**config.mk**
```make
export PLATFORM = sky130hd
export DESIGN_NAME = afe_spi_multichannel
export DESIGN_NICKNAME = d
export VERILOG_FILES = /design/src/rtl/afe_spi_multichannel.sv
export SDC_FILE = /design/constraint.sdc
export NUM_CORES = 1
export LEC_CHECK = 0
export ABC_AREA = 1
export CORE_UTILIZATION = 50
export CTS_CLUSTER_DIAMETER = 80
export DETAILED_ROUTE_END_ITERATION = 12
export GPL_TIMING_DRIVEN = 0
export MAX_ROUTING_LAYER = met4
export PLACE_DENSITY = 0.72
export SETUP_SLACK_MARGIN = 0.02
export SYNTH_ARGS = -nofsm -noshare
export SYNTH_HDL_FRONTEND = slang
export SYNTH_SLANG_ARGS = --single-unit
```
**constraint.sdc**
```tcl
create_clock -name sysClk -period 2 [get_ports sysClk]
set_clock_uncertainty 0.1 [all_clocks]
set_input_delay 0.5 -clock sysClk [delete_from_list [all_inputs] [get_ports sysClk]]
set_output_delay 0.5 -clock sysClk [all_outputs]
set_load 0.05 [all_outputs]
```
**src/rtl/afe_spi_multichannel.sv**
```systemverilog
// afe_spi_multichannel
// Serial-write controller for the AFE attenuator/switch chains. One command
// shifts a DATA_WIDTH word MSB first onto every link selected by cmdMask,
// then pulses LE on those links. Unselected links stay at 0.
//
// Optional build macro: AFE_SPI_READBACK_EN adds spiSdo/rdData/rdValid and
// captures a word from the lowest-indexed selected link during the shift.
// With the macro undefined those ports and the capture logic are absent.
module afe_spi_multichannel #(
  parameter int CHANNEL_COUNT = 2,
  parameter int DATA_WIDTH    = 24,
  parameter int CLK_DIV       = 4
) (
  input  logic                     sysClk,
  input  logic                     sysReset_n,
  input  logic                     cmdValid,
  output logic                     cmdReady,
  input  logic [CHANNEL_COUNT-1:0] cmdMask,
  input  logic [DATA_WIDTH-1:0]    cmdData,
  output logic                     done,
  output logic [CHANNEL_COUNT-1:0] spiClk,
  output logic [CHANNEL_COUNT-1:0] spiSdi,
  output logic [CHANNEL_COUNT-1:0] spiLe
`ifdef AFE_SPI_READBACK_EN
  ,
  input  logic [CHANNEL_COUNT-1:0] spiSdo,
  output logic [DATA_WIDTH-1:0]    rdData,
  output logic                     rdValid
`endif
);

  localparam int DIV_W = (CLK_DIV > 1) ? $clog2(CLK_DIV) : 1;
  localparam int BIT_W = (DATA_WIDTH > 1) ? $clog2(DATA_WIDTH) : 1;
  localparam logic [DIV_W-1:0] DIV_LAST = DIV_W'(CLK_DIV - 1);
  localparam logic [DIV_W-1:0] DIV_ONE  = DIV_W'(1);
  localparam logic [BIT_W-1:0] BIT_LAST = BIT_W'(DATA_WIDTH - 1);
  localparam logic [BIT_W-1:0] BIT_ONE  = BIT_W'(1);

  typedef enum logic [1:0] {
    IDLE     = 2'd0,
    SHIFT    = 2'd1,
    LE_SETUP = 2'd2,
    LE_PULSE = 2'd3
  } state_t;

  state_t                   state;
  logic [CHANNEL_COUNT-1:0] mask_q;
  logic [DATA_WIDTH-1:0]    data_q;
  logic [BIT_W-1:0]         bit_cnt;
  logic [DIV_W-1:0]         div_cnt;
  logic                     phase_hi;
  logic                     div_last;
  logic [BIT_W-1:0]         next_bit;

  // Last sysClk cycle of the current half-period / LE phase.
  assign div_last = (div_cnt == DIV_LAST);
  assign next_bit = bit_cnt - BIT_ONE;

  // Command FSM; every pin and handshake output is a register of this block.
  // NOTE: sequential state uses non-blocking assignments so every register
  // samples the pre-edge values, independent of statement order.
  always_ff @(posedge sysClk or negedge sysReset_n) begin
    if (!sysReset_n) begin
      state    <= IDLE;
      mask_q   <= '0;
      data_q   <= '0;
      bit_cnt  <= '0;
      div_cnt  <= '0;
      phase_hi <= 1'b0;
      cmdReady <= 1'b0;
      done     <= 1'b0;
      spiClk   <= '0;
      spiSdi   <= '0;
      spiLe    <= '0;
    end else begin
      case (state)
        IDLE: begin
          done     <= 1'b0;
          cmdReady <= 1'b1;
          if (cmdValid && cmdReady && (|cmdMask)) begin
            mask_q   <= cmdMask;
            data_q   <= cmdData;
            bit_cnt  <= BIT_LAST;
            div_cnt  <= '0;
            phase_hi <= 1'b0;
            cmdReady <= 1'b0;
            spiClk   <= '0;
            spiSdi   <= cmdMask & {CHANNEL_COUNT{cmdData[DATA_WIDTH-1]}};
            state    <= SHIFT;
          end
        end

        SHIFT: begin
          if (!div_last) begin
            div_cnt <= div_cnt + DIV_ONE;
          end else begin
            div_cnt <= '0;
            if (!phase_hi) begin
              phase_hi <= 1'b1;
              spiClk   <= mask_q;
            end else if (bit_cnt == '0) begin
              phase_hi <= 1'b0;
              spiClk   <= '0;
              spiSdi   <= '0;
              state    <= LE_SETUP;
            end else begin
              phase_hi <= 1'b0;
              bit_cnt  <= next_bit;
              spiClk   <= '0;
              spiSdi   <= mask_q & {CHANNEL_COUNT{data_q[next_bit]}};
            end
          end
        end

        LE_SETUP: begin
          if (!div_last) begin
            div_cnt <= div_cnt + DIV_ONE;
          end else begin
            div_cnt <= '0;
            spiLe   <= mask_q;
            state   <= LE_PULSE;
          end
        end

        LE_PULSE: begin
          if (!div_last) begin
            div_cnt <= div_cnt + DIV_ONE;
          end else begin
            div_cnt  <= '0;
            spiLe    <= '0;
            cmdReady <= 1'b1;
            done     <= 1'b1;
            state    <= IDLE;
          end
        end

        default: state <= IDLE;
      endcase
    end
  end

`ifdef AFE_SPI_READBACK_EN
  logic [DATA_WIDTH-1:0] rd_shift;
  logic                  sdo_bit;

  // Readback source is the lowest-indexed link selected by the command.
  // NOTE: the default assignment first keeps this combinational block from
  // inferring a latch when no mask bit is set.
  always_comb begin
    sdo_bit = 1'b0;
    for (int i = CHANNEL_COUNT - 1; i >= 0; i--) begin
      if (mask_q[i]) sdo_bit = spiSdo[i];
    end
  end

  // Sample SDO at the end of each spiClk-high phase; publish on completion.
  always_ff @(posedge sysClk or negedge sysReset_n) begin
    if (!sysReset_n) begin
      rd_shift <= '0;
      rdData   <= '0;
      rdValid  <= 1'b0;
    end else begin
      rdValid <= 1'b0;
      if (state == SHIFT && phase_hi && div_last) begin
        rd_shift <= (rd_shift << 1) | DATA_WIDTH'(sdo_bit);
      end
      if (state == LE_PULSE && div_last) begin
        rdData  <= rd_shift;
        rdValid <= 1'b1;
      end
    end
  end
`endif

endmodule

```
==> impl_results.md <==
* Fin. Hold Viols at 0
* Crit path DAT at 1960 ps
* Port bufs at 36
* Standard-cell rows at 24
* Worst-skew pair later-pin latency at 300 ps
* Delay of the slowest critical-path stage at 460 ps
* Maximum buffer depth of the clock tree at 2
* Root Buffer: clkbuf_8
* Clock Pin Slew Worst Setup and Hold Paths at 80 ps
* Crit path launch: cmdMask[1]
* Post-synth net total at 273
* Chip width at between 60 and 70 µm
* Critical setup path kind: input pin to flip-flop
* R2r worst-path depth at 11
* Final min period at 1870 ps
* Status: complete, no violations
* Final setup viols at 0
* Number of global-route vias before repair at ~1700
* RR Startpoint: bit_cnt[0]$_DFFE_PN0P_
* Routed Antenna Nets at 0
* Area grow syn2layout at 27.2%
* Pleak at 1.36 nW
* Final Cycle Share at 93.4%
* Antenna cells at 0
* Clock buffer count from CTS at 5
* Drt wl/cell at about 13 µm
* Post-synthesis cell type count at 28
* Most frequent CP cell: nor2_4
* #FFs+latches synth at 44
* Unrepaired setup endpoints after global routing: no
* Fillcell total at 360
* Die area at 0.00477 mm²
* Cell Chain, Critical Path: clkdlybuf4s50_1 > nor2_2 > nor2_4 > nor2_4 > nor2_4 > o21ai_4 > inv_4 > o21ai_2 > inv_2 > o21ai_1 > o21ai_1
* Residual DRC count at 0
* Global-route wire length before repair at approximately 7700 µm
* Global Route Usage Sum at approximately a fifth
* HP Class: input pin to asynchronous set/reset pin
* Vias at roughly 1800
* Slew HR at 65.2%
* Max Freq at around 540 MHz
* Syn Area/Cell at 9.49 µm²
* GRT overflow at 0
* Register area share after synthesis at between 40 and 50%
* Initial Utilization at 52.0%
* Setup crit end kind: flip-flop
* YS warnings at 0
* Pwr/cell area at 1580 mW/mm²
* Final Core Density at 66.2%
* Most frequent cells in the layout: 50 x nand2_1, 44 x dfrtp_1, 27 x clkdlybuf4s50_1
* Overall routed net length at between 4000 and 5000 µm
* CP Buf/Inv Count at 3
* Io pins at 37
* Hold_buf cts at 0
* Layout Nets at approximately 330
* Vias per inst at 5.17
* Core Box Area at 0.00432 mm²
* Layout cells sized above 1 at 16.9%
* Startpoint types: input pin
* Placed inst area at 0.00270 mm²
* CP top delay family: buffers and inverters
* Pre-Repair DR Iteration Count at 4
* WP depth at 11
* Detailed Place HPWL at 3330 µm
* Pin count of the biggest net entering global routing at 25
* Clock sinks at 44
* Post-Synthesis Cells at roughly 240
* Drt initial violations at 83
* Die span in y at about 69 µm
* Worst IR drop on VDD at 0.754 mV
* CTS tree: done
* Netlist Area Pre-Place at 0.00225 mm²
* Max Slew Vio Count at 0
* CP required at 2090 ps
* Most common cell after layout, fill and taps aside: nand2_1
* GPL Wtd Cong at ~0.77
* Initial antenna violation count at 0
* Post-layout instance area at 0.00286 mm²
* Slowest cell on crit path: clkdlybuf4s50_1
* Crit-path max FO at 5
* CTS H-tree lvls at 2
* Max_cap viols at 0
* Worst slew pin tran at 521 ps
## area by class of cell
cell class | count | area (µm²) | area share, %
tap | 52 | 65.1 | 2.27
sequential | 44 | 1100 | 38.5
buffer | 4 | 41.3 | 1.44
multi-input combinational | 159 | 1000 | 35.1
clock buffer | 8 | 90.1 | 3.15
timing repair buffer | 46 | 440 | 15.4
inverter | 29 | 119 | 4.15
## repair_timing
item	in CTS	in global routing
setup buffers	1	8
pin swaps	0	5
endpoints found under the setup margin	10	3
resized for setup	11	8
## Yosys cell counts
library cell   n  share of area, %
a21oi_1        3              0.67
a22oi_1        2              0.67
a31oi_1        2              0.56
buf_2          1              0.22
buf_4          1              0.33
buf_6          3               1.5
dfrtp_1       44                49
ha_1           7               3.9
inv_1         23               3.8
inv_2          5              0.83
inv_4          1              0.28
mux2_1        16               8.0
mux2_2         8               4.0
nand2_1       51               8.5
nand2_4        1              0.50
nand3_1       27               6.0
nand4_1        3              0.83
nor2_1        10               1.7
nor2_2         2              0.56
nor2_4         3               1.5
o21a_1         2              0.67
o21ai_0        8               1.8
o21ai_1        8               1.8
o21ai_2        1              0.39
o21ai_4        1              0.72
o311ai_0       1              0.39
o32ai_1        1              0.39
or2_1          2              0.56
## path summary, 6_finish.rpt
kind	to	slack, ps
worst max-delay path	bit_cnt[4]$_DFFE_PN0P_	130
worst min-delay path	phase_hi$_DFFE_PN0P_	70
worst max register to register	spiSdi[0]$_DFFE_PN0P_	170
worst min register to register	spiClk[1]$_DFFE_PN0P_	380
max in group asynchronous	data_q[1]$_DFFE_PN0P_	1240
min in group sysClk	spiClk[1]$_DFFE_PN0P_	380
## flip-flops by register name (all words and copies together), names as in the netlist
register / cells
bit_cnt: 5
spiClk: 2
done: 1
cmdReady: 1
spiLe: 2
data_q: 24
mask_q: 2
div_cnt: 2
spiSdi: 2
phase_hi: 1
state: 2
## cell families (layout without fill, tap and decap cells)
kind of cell,count (synthesis),in the layout,synth area share (%)
compound gates,29,29,8.01
fa+ha+maj,7,7,3.89
buf+inv,34,87,7.01
flops,44,44,48.9
mux,24,24,12.0
simple gates,99,99,20.1
## metrics by stage
stage	cells	total power, mW	TNS [ps]	setup slack, ps	hold WS (ps)
6_report	342	4.52	0	132	66.2
5_1_grt	342	4.88	0	18.8	103
4_1_cts	335	4.41	0	31.4	81.8
3_5_place_dp	326	3.85	-3180	-171	370
3_3_place_gp	325	3.78	-40200	-848	370
2_1_floorplan	237	3.25	0	204	104
## report_power, final
| group | leakage, nW | internal (mW) | switching, mW |
|---|---|---|---|
| sequential | 0.525 | 1.32 | 0.241 |
| combinational | 0.790 | 0.986 | 1.40 |
| clock | 0.0455 | 0.282 | 0.296 |
## metal layers
layer	track usage, %	share of wire (%)	vias to the layer above
met1	26.1	49	846
met4	5.44	1.1	0
li1	-	-	887
met2	33.0	47	29
met3	4.53	3.4	6
met5	-	0	-
## worst reg2reg max path: stages (launching register included)
cell and delay [ps]:
dfrtp_1 400, clkinv_4 100, ha_1 300, buf_6 140, inv_4 60, nor2_1 90, o21ai_1 70, nand3_1 80
nand3_1 90, nand2_1 110, nand3_1 80, a21oi_1 140
No activity file was read; power rests on OpenSTA's default activity.
